<file path="config.mk">
export PLATFORM = sky130hd
export DESIGN_NAME = task_stream_uart_tx
export DESIGN_NICKNAME = d
export VERILOG_FILES = /design/src/rtl/uart_pkg.sv /design/src/rtl/task_tx_fifo.sv /design/src/rtl/task_stream_uart_tx.sv
export SDC_FILE = /design/constraint.sdc
export NUM_CORES = 1
export LEC_CHECK = 0
export ABC_CLOCK_PERIOD_IN_PS = 4700
export BUFFER_PORTS_ARGS = -buffer_cell sky130_fd_sc_hd__buf_2
export CAP_MARGIN = 20
export CORE_ASPECT_RATIO = 0.7
export CORE_MARGIN = 1.5
export CORE_UTILIZATION = 60
export DETAILED_ROUTE_END_ITERATION = 12
export PLACE_DENSITY_LB_ADDON = 0.3
export SYNTH_ARGS = -nofsm -noshare
export SYNTH_HDL_FRONTEND = slang
export SYNTH_SLANG_ARGS = --single-unit
</file>
<file path="constraint.sdc">
create_clock -name i_clk -period 4.7 [get_ports i_clk]
set_clock_uncertainty 0.05 [all_clocks]
set_input_delay 0.47 -clock i_clk [delete_from_list [all_inputs] [get_ports i_clk]]
set_output_delay 0.47 -clock i_clk [all_outputs]
set_load 0.02 [all_outputs]
</file>
<file path="src/rtl/uart_pkg.sv">
// uart_pkg: types, constants and helpers shared by the UART transmit path.
// The PARITY state exists in every build. It is only reachable when
// TASK_TX_PARITY_EN is defined.
package uart_pkg;

    typedef enum logic [2:0] {
        IDLE,
        START,
        DATA,
        PARITY,
        STOP
    } tx_state_t;

    localparam logic UART_IDLE_LEVEL  = 1'b1;
    localparam logic UART_START_LEVEL = 1'b0;

    // Clock cycles per UART bit. The division truncates, and the caller must
    // keep the result at 2 or more.
    function automatic int clks_per_bit(input int clk_hz, input int baud);
        return clk_hz / baud;
    endfunction

endpackage

</file>
<file path="src/rtl/task_tx_fifo.sv">
// task_tx_fifo: synchronous FIFO that buffers {last, data} entries for the
// UART transmitter.
// - Full and empty are decoded from the registered occupancy count.
// - A write while full is dropped, even if a read happens in the same cycle.
// - There is no write-to-read bypass: a written entry becomes visible one
//   cycle later.
module task_tx_fifo #(
    parameter int  WIDTH = 9,
    parameter int  DEPTH = 16,
    localparam int PTR_W = $clog2(DEPTH),
    localparam int CNT_W = PTR_W + 1
) (
    input  logic             clk,
    input  logic             rst,
    input  logic             wr_en,
    input  logic [WIDTH-1:0] wr_data,
    input  logic             rd_en,
    output logic [WIDTH-1:0] rd_data,
    output logic             full,
    output logic             empty,
    output logic [CNT_W-1:0] count
);

    logic [WIDTH-1:0] mem [DEPTH];
    logic [PTR_W-1:0] wr_ptr;
    logic [PTR_W-1:0] rd_ptr;
    logic             do_wr;
    logic             do_rd;

    assign full    = (count == CNT_W'(DEPTH));
    assign empty   = (count == '0);
    assign do_wr   = wr_en & ~full;
    assign do_rd   = rd_en & ~empty;
    assign rd_data = mem[rd_ptr];

    // Pointer and occupancy bookkeeping; pointers wrap naturally (DEPTH is 2^n)
    always_ff @(posedge clk or posedge rst) begin
        if (rst) begin
            wr_ptr <= '0;
            rd_ptr <= '0;
            count  <= '0;
        end else begin
            if (do_wr) begin
                wr_ptr <= wr_ptr + PTR_W'(1);
            end
            if (do_rd) begin
                rd_ptr <= rd_ptr + PTR_W'(1);
            end
            case ({do_wr, do_rd})
                2'b10:   count <= count + CNT_W'(1);
                2'b01:   count <= count - CNT_W'(1);
                default: count <= count;
            endcase
        end
    end

    // Storage array; contents are only meaningful behind the pointers, so no reset
    always_ff @(posedge clk) begin
        if (do_wr) begin
            mem[wr_ptr] <= wr_data;
        end
    end

endmodule

</file>
<file path="src/rtl/task_stream_uart_tx.sv">
// task_stream_uart_tx: buffers a task's unthrottled byte stream and
// serializes each byte as a UART frame on o_tx (LSB first).
// - Default framing is 8N1.
// - Defining TASK_TX_PARITY_EN inserts an even-parity bit, giving 8E1.
// - Consecutive buffered bytes go out as back-to-back frames with no idle gap.
// - o_frame_done marks the final stop-bit cycle of a byte tagged i_last.
module task_stream_uart_tx
    import uart_pkg::*;
#(
    parameter int DATA_WIDTH  = 8,
    parameter int CLK_FREQ_HZ = 100_000_000,
    parameter int BAUD        = 115200,
    parameter int FIFO_DEPTH  = 16
) (
    input  logic                  i_clk,
    input  logic                  i_rst,
    input  logic [DATA_WIDTH-1:0] i_data,
    input  logic                  i_valid,
    input  logic                  i_last,
    output logic                  o_tx,
    output logic                  o_busy,
    output logic                  o_overflow,
    output logic                  o_frame_done
);

    localparam int CLKS_PER_BIT = clks_per_bit(CLK_FREQ_HZ, BAUD);
    localparam int BAUD_W       = (CLKS_PER_BIT > 1) ? $clog2(CLKS_PER_BIT) : 1;
    localparam int BIT_W        = (DATA_WIDTH > 1) ? $clog2(DATA_WIDTH) : 1;
    localparam int CNT_W        = $clog2(FIFO_DEPTH) + 1;

    localparam logic [BAUD_W-1:0] BAUD_RELOAD = BAUD_W'(CLKS_PER_BIT - 1);
    localparam logic [BIT_W-1:0]  LAST_BIT    = BIT_W'(DATA_WIDTH - 1);

    tx_state_t             state;
    logic [BAUD_W-1:0]     baud_cnt;
    logic [BIT_W-1:0]      bit_cnt;
    logic [DATA_WIDTH-1:0] shift;
    logic                  last_flag;
`ifdef TASK_TX_PARITY_EN
    logic                  parity_bit;
`endif

    logic [DATA_WIDTH:0]   fifo_rd_data;
    logic                  fifo_full;
    logic                  fifo_empty;
    logic [CNT_W-1:0]      fifo_count;
    logic                  bit_end;
    logic                  pop;

    task_tx_fifo #(
        .WIDTH (DATA_WIDTH + 1),
        .DEPTH (FIFO_DEPTH)
    ) u_fifo (
        .clk     (i_clk),
        .rst     (i_rst),
        .wr_en   (i_valid),
        .wr_data ({i_last, i_data}),
        .rd_en   (pop),
        .rd_data (fifo_rd_data),
        .full    (fifo_full),
        .empty   (fifo_empty),
        .count   (fifo_count)
    );

    // A bit period ends when the down-counter reaches zero.
    assign bit_end = (baud_cnt == '0);

    // Pop when idle, or at the end of a stop bit so the next frame starts
    // immediately.
    assign pop = ~fifo_empty & ((state == IDLE) | ((state == STOP) & bit_end));

    // Busy while a frame is on the line or bytes are still buffered.
    assign o_busy = (state != IDLE) | (fifo_count != '0);

    // Character shift register (plus parity): loaded on pop, shifted right as
    // each data bit completes
    always_ff @(posedge i_clk) begin
        if (pop) begin
            shift      <= fifo_rd_data[DATA_WIDTH-1:0];
`ifdef TASK_TX_PARITY_EN
            parity_bit <= ^fifo_rd_data[DATA_WIDTH-1:0];
`endif
        end else if ((state == DATA) && bit_end) begin
            shift <= shift >> 1;
        end
    end

    // Transmit FSM with baud/bit counters; o_tx and o_frame_done are registered
    always_ff @(posedge i_clk or posedge i_rst) begin
        if (i_rst) begin
            state        <= IDLE;
            baud_cnt     <= '0;
            bit_cnt      <= '0;
            last_flag    <= 1'b0;
            o_tx         <= UART_IDLE_LEVEL;
            o_frame_done <= 1'b0;
        end else begin
            o_frame_done <= 1'b0;
            case (state)
                IDLE: begin
                    o_tx <= UART_IDLE_LEVEL;
                    if (pop) begin
                        state     <= START;
                        baud_cnt  <= BAUD_RELOAD;
                        last_flag <= fifo_rd_data[DATA_WIDTH];
                        o_tx      <= UART_START_LEVEL;
                    end
                end
                START: begin
                    if (bit_end) begin
                        state    <= DATA;
                        baud_cnt <= BAUD_RELOAD;
                        bit_cnt  <= '0;
                        o_tx     <= shift[0];
                    end else begin
                        baud_cnt <= baud_cnt - BAUD_W'(1);
                    end
                end
                DATA: begin
                    if (bit_end) begin
                        baud_cnt <= BAUD_RELOAD;
                        if (bit_cnt == LAST_BIT) begin
                            bit_cnt <= '0;
`ifdef TASK_TX_PARITY_EN
                            state   <= PARITY;
                            o_tx    <= parity_bit;
`else
                            state   <= STOP;
                            o_tx    <= UART_IDLE_LEVEL;
`endif
                        end else begin
                            bit_cnt <= bit_cnt + BIT_W'(1);
                            // shift[0] is the bit just finished; shift[1] is next.
                            o_tx    <= shift[1];
                        end
                    end else begin
                        baud_cnt <= baud_cnt - BAUD_W'(1);
                    end
                end
                PARITY: begin
                    if (bit_end) begin
                        state    <= STOP;
                        baud_cnt <= BAUD_RELOAD;
                        o_tx     <= UART_IDLE_LEVEL;
                    end else begin
                        baud_cnt <= baud_cnt - BAUD_W'(1);
                    end
                end
                STOP: begin
                    // Raise the pulse one count early so it lands on the final stop cycle.
                    if (baud_cnt == BAUD_W'(1)) begin
                        o_frame_done <= last_flag;
                    end
                    if (bit_end) begin
                        if (pop) begin
                            state     <= START;
                            baud_cnt  <= BAUD_RELOAD;
                            last_flag <= fifo_rd_data[DATA_WIDTH];
                            o_tx      <= UART_START_LEVEL;
                        end else begin
                            state <= IDLE;
                        end
                    end else begin
                        baud_cnt <= baud_cnt - BAUD_W'(1);
                    end
                end
                default: begin
                    state <= IDLE;
                    o_tx  <= UART_IDLE_LEVEL;
                end
            endcase
        end
    end

    // Sticky overflow: a valid byte that meets a full FIFO is lost
    always_ff @(posedge i_clk or posedge i_rst) begin
        if (i_rst) begin
            o_overflow <= 1'b0;
        end else if (i_valid && fifo_full) begin
            o_overflow <= 1'b1;
        end
    end

endmodule

</file>
* Word level (Yosys, flattened, before mapping)
Memory sizes are Yosys's and may differ from the RTL's.
Cells that the tools add are included.
Widths: inputs -> output; s select.
** Cells by class
- Add/subtract/negate cells :: 6
- Equal/unequal tests :: 16
- Multiplexer cells :: 34
- Bitwise gates (word level) :: 8
- Reductions and logical operators :: 17
** Operators by type and width (count)
- $mux 10 :: 3
- $pmux 10 s3 :: 1
- $mux 3 :: 9
- $mux 8 :: 2
- $pmux 3 s5 :: 1
- $mux 1 :: 14
- $eq 10x1->1 const B :: 1
- $logic_not 10->1 :: 1
- $pmux 5 s2 :: 1
- $sub 10x1->10 const B :: 1
- $add 4x1->4 const B :: 2
- $ne 2x2->1 const B :: 4
- $reduce_bool 2->1 :: 4
- $eq 3x2->1 const B :: 2
- $eq 3x3->1 const B :: 2
- $ne 2x1->1 const B :: 3
- $pmux 3 s2 :: 1
- $reduce_and 6->1 :: 1
- $reduce_bool 3->1 :: 2
- $add 5x1->5 const B :: 1
- $eq 5x5->1 const B :: 1
- $logic_not 5->1 :: 1
- $pmux 1 s5 :: 1
- $reduce_and 5->1 :: 1
- 15 further kinds :: 21
** Storage, ports and cells
- Register bits :: 41
- Bits in writable memories :: 144
- Input bits :: 12
- Logic and storage cells :: 93
- Memories kept :: 1
** Memory list
- u_fifo.mem :: words 16, bits a word 9, rd ports 1, clocked after Yosys merged registers in 0, write ports 1, RTL line task_tx_fifo.sv:24 : logic [WIDTH-1:0] mem [DEPTH];

* Longest topological paths before layout
- Word-level depth :: 7
- Gate-level depth with buffers :: 14
- Gate-level depth less buffers :: 13

* By module
A second synthesis with hierarchy kept.
** Second synthesis, totals
- Cell total of the unflattened synthesis :: 523
- Area total of the unflattened synthesis :: 8042.7 µm²
** Modules (own cells, without submodules)
- task_tx_fifo :: instances 1, cells an instance 362, area each 6389.9 µm², sequential area each 4649.5 µm²
- task_stream_uart_tx :: instances 1, cells an instance 161, area each 1652.8 µm², sequential area each 742.0 µm²

* Worst setup path after synthesis
OpenSTA, ideal clock, no wires.
- Path kind :: reg2reg
- From :: register baud_cnt[6]
- To :: register u_fifo.count[4]
- Setup time :: 0.079 ns
- Arrival :: 3.019 ns
- Setup slack :: 1.552 ns
- Stages on the path, launching flop included :: 12
- Path buffers :: 1
- Clock period less this slack :: 3.148 ns
- Cells stage by stage :: dfrtp_1 -> nor4_4 -> nand3_4 -> a211oi_4 -> buf_6 -> ha_1 -> xor2_1 -> ha_1 -> or3b_2 -> o311a_1 -> nor2_1 -> xor2_1
** Between the ends
- Cells in the longest elaborated chain, start to end :: 7
** RTL lines
- start: declaration :: RTL line task_stream_uart_tx.sv:35 : logic [BAUD_W-1:0] baud_cnt;
- start signal: assignment :: RTL line task_stream_uart_tx.sv:116 : baud_cnt <= baud_cnt - BAUD_W'(1);
- start signal: assignment :: RTL line task_stream_uart_tx.sv:137 : baud_cnt <= baud_cnt - BAUD_W'(1);
- start signal: assignment :: RTL line task_stream_uart_tx.sv:146 : baud_cnt <= baud_cnt - BAUD_W'(1);
- $logic_not 10->1 (*) :: RTL line task_stream_uart_tx.sv:66 : assign bit_end = (baud_cnt == '0);
- $and 1x1->1 (*) :: RTL line task_stream_uart_tx.sv:70 : assign pop = ~fifo_empty & ((state == IDLE) | ((state == STOP) & bit_end));
- $or 1x1->1 (*) :: RTL line task_stream_uart_tx.sv:70
- $and 1x1->1 (*) :: RTL line task_stream_uart_tx.sv:70
- named net pop :: RTL line task_stream_uart_tx.sv:48 : logic pop;
- $and 1x1->1 (*) :: RTL line task_tx_fifo.sv:33 : assign do_rd = rd_en & ~empty;
- $eq 2x1->1 or $eq 2x2->1 (tied branches) :: RTL line task_tx_fifo.sv:49 : case ({do_wr, do_rd})
- $pmux 5 s2 or $reduce_bool 2->1 (tied branches)
- end signal: assignment :: RTL line task_tx_fifo.sv:50 : 2'b10: count <= count + CNT_W'(1);
- end signal: assignment :: RTL line task_tx_fifo.sv:51 : 2'b01: count <= count - CNT_W'(1);
- end signal: assignment :: RTL line task_tx_fifo.sv:52 : default: count <= count;
- end: declaration :: RTL line task_tx_fifo.sv:21 : output logic [CNT_W-1:0] count
Mark *: on every way through the listed nets, which the timed path passes. The rest lies on a longest branch.
A chain may end at the register's enable or synchronous reset.

* Worst setup path in the final report
- From :: register u_fifo.count[0]
- To :: register u_fifo.count[4]
** Between the ends
- Cells in the longest elaborated chain, start to end :: 6
** RTL lines
- $logic_not 5->1 :: RTL line task_tx_fifo.sv:31 : assign empty = (count == '0);
- $not 1->1 :: RTL line task_tx_fifo.sv:33, task_stream_uart_tx.sv:70
- $and 1x1->1 :: RTL line task_stream_uart_tx.sv:70
- $and 1x1->1 :: RTL line task_tx_fifo.sv:33
- $eq 2x1->1 or $eq 2x2->1 (tied branches) :: RTL line task_tx_fifo.sv:49
- $pmux 5 s2 or $reduce_bool 2->1 (tied branches)
Parallel ways exist; a longest one is shown, timed or not.

==> results.cfg <==
[placement]
dp_hpwl_um = 9800
pre_cts_ws_ns = 1.36
io_buffer_count = 15
place_area_sq_mm = 0.00819
gp_congestion = 0.905

[global_routing]
grt_max_degree = 34
overflow = 0
grt_usage = 0.242
grt_pass1_vias = 4189
antenna_found_initial = 0
grt_pass1_wl_um = 24200

[setup_path]
criticalPathCategory = flop to flop
rr_endpoint = u_fifo.count[4]
worstSetupEndpointType = flop
critPathLaunchType = flop
cp.arrival_ns = 3.70
critPathMaxFanout = 6
cp_data_required_time_ns = 5.00
r2r_cells = 10
r2r_start = u_fifo.count[0]
r2r_slack_ns = 1.30

[synth]
ys_seq_elements = 185
synth_edf_count = 152
netlist_top_cells_area = edfxtp_1 (57%), mux4_2 (10%), dfrtp_1 (10%), ha_1 (2.0%), mux2_2 (1.4%)
syn_area_sq_mm = 0.00803
synth_cells = 473
synth_top_cell_by_area = edfxtp_1
yosysUniqueCellTypes = 64
synth_top_area_frac = 0.568
ys.flop_type = edfxtp_1
syn_nets = 498
syn_avg_cell_area_sq_um = 17.0
ys_async_sr_fraction = 0.178
ys_seq_area_frac = 0.671
ys_warn_count = 0

[sta]
period_needed_ns = 3.40
slew_viol_final = 0
finalCritPeriodShare = 0.724
finalHoldViolations = 0
setup_slack_ns = 1.30
slew_headroom = 0.248
fmax_mhz = 294
finalSetupTns_ns = 0
finalSetupViolCount = 0
rsz0062_at_grt = false
worstMarginPinSlew_ns = 1.12

[power]
intPower_mw = 2.92
power_frac_comb = 0.100
switchingPower_mw = 0.935
power.density_mw_per_mm2 = 437
pwr-share-clk = 0.369
switching_share = 0.242
p_seq_frac = 0.532
p_leak_nw = 3.04
power_mw = 3.86
ir_worst_vdd_v = 0.000295

[clock_network]
numCtsBuffers = 17
cts.hold.buffers_added = 0
clk_latency_ns = 0.42
cts_root_buf = clkbuf_16
clock-sinks = 185
cts_tree = built
post-cts-setup-buffers = 0
h-tree-depth = 4
cts_resized = 0
clk_pin_slew_ns = 0.06
cts_buffer_depth = 2

[floorplan]
ios = 16
core_sq_mm = 0.0131
die_y_um = 99.8
die-area_sq_mm = 0.0141
initial_utilization = 0.613
die_x_um = 141
rows = 35

[detailed_routing]
drt_iter0_drc = 478
dr_total_vias = 4328
final_antenna_net_count = 0
wl_per_cell_um = 23.3
routed_via_density = 6.43
drtPass1Iterations = 5
drc_errors = 0
wl_um = 15700

[cells_and_area]
antenna_cells = 0
area_growth_syn_to_layout_pct = 9.89
drive_above_1_share = 0.250
nets = 521
final_area_sq_mm = 0.00883

[run]
drv_cap = 0

[min_path]
min_path_type = primary input to async pin

[run_status]
status = finished, final reports clean
[power by group through the flow]
stage,logic [mW],registers (mW),clock network (mW)
2_1_floorplan,0.258,2.04,0
3_5_place_dp,0.369,2.08,0
5_1_grt,0.418,2.07,1.50
6_report,0.384,2.05,1.42
3_3_place_gp,0.352,2.07,0
4_1_cts,0.372,2.05,1.43
[sequential cells by signal, summed over array words and instances, names as in the netlist]
register       count
state              3
u_fifo.wr_ptr      4
o_tx               1
u_fifo.count       5
u_fifo.rd_ptr      4
last_flag          1
bit_cnt            3
o_overflow         1
shift              8
o_frame_done       1
baud_cnt          10
u_fifo.mem       144
[placed cells by master (no fill, tap or decap), types with 10 or more instances in the layout]
| cell type | n |
|---|---|
| edfxtp_1 | 152 |
| mux4_2 | 37 |
| nor2_1 | 30 |
| dfrtp_1 | 30 |
| a21oi_1 | 21 |
| nand2_1 | 20 |
| o21ai_0 | 18 |
| clkbuf_16 | 17 |
| buf_2 | 15 |
| nor2b_1 | 13 |
| ha_1 | 13 |
| a211oi_1 | 11 |
| mux2_2 | 10 |
[area by class of cell]
type,instances,area [sq um]
clock buffers,19,433
multi-input cells,258,2440
clock inverters,11,150
inverters,7,26.3
repair buffers,27,176
well taps,166,208
flip-flops and latches,185,5390
fillers,854,4270
[synthesized netlist by cell type, types with 4 or more instances]
| cell | instances |
|---|---|
| buf_6 | 4 |
| a21oi_1 | 21 |
| nor2b_1 | 13 |
| nand2b_1 | 5 |
| dfrtp_1 | 32 |
| a211oi_1 | 11 |
| edfxtp_1 | 152 |
| inv_1 | 7 |
| o21ai_0 | 18 |
| xnor2_1 | 6 |
| mux4_2 | 37 |
| mux2_2 | 10 |
| nand2_1 | 20 |
| mux2i_1 | 9 |
| a31oi_1 | 4 |
| nor2_1 | 30 |
| xor2_1 | 4 |
| nor3_1 | 9 |
| clkbuf_1 | 6 |
| clkbuf_8 | 6 |
| ha_1 | 13 |
[per-stage QoR]
step | util | instances | hold slack, ns
6_report | 0.674 | 673 | 0.0835
5_1_grt | 0.674 | 673 | 0.112
4_1_cts | 0.670 | 668 | 0.0973
3_5_place_dp | 0.626 | 638 | 0.420
3_3_place_gp | 0.625 | 637 | 0.405
2_1_floorplan | - | 473 | 0.396
[per-layer routing]
metal,up-vias,track usage,share of wire
met2,205,0.353,0.46
met5,-,0,0
met1,2209,0.373,0.45
li1,1901,-,-
met3,13,0.0587,0.082
met4,0,0.0625,0.0071
[critical path, cell delays in order, from the launching register on]
cell and delay, ns:
dfrtp_1 0.46, nor4_4 0.37, nor2b_1 0.65, a211oi_4 0.07, ha_1 0.30, xor2_1 0.17, ha_1 0.22, or3b_2 0.47
o311a_1 0.30, nor2_1 0.12, xor2_1 0.15
[worst max-delay path by stage]
| stage | end | startpoint | slack [ns] |
|---|---|---|---|
| after detailed placement | u_fifo.count[4] | u_fifo.count[0] | 1.36 |
| after global routing | u_fifo.count[4] | u_fifo.count[0] | 1.17 |
| after global placement | u_fifo.count[4] | u_fifo.count[0] | 1.50 |
| final | u_fifo.count[4] | u_fifo.count[0] | 1.30 |
| after CTS | u_fifo.count[4] | u_fifo.count[0] | 1.34 |
| after floorplan | u_fifo.count[4] | baud_cnt[6] | 1.55 |
[cell families after synthesis]
family	after synthesis	synth area share
compound gates	76	0.0640
xor+xnor	11	0.0129
fa+ha+maj	13	0.0203
buf+inv	30	0.0276
flops	185	0.671
mux	56	0.129
simple gates	102	0.0749
Note: power is estimated with default switching activity, not from simulation.
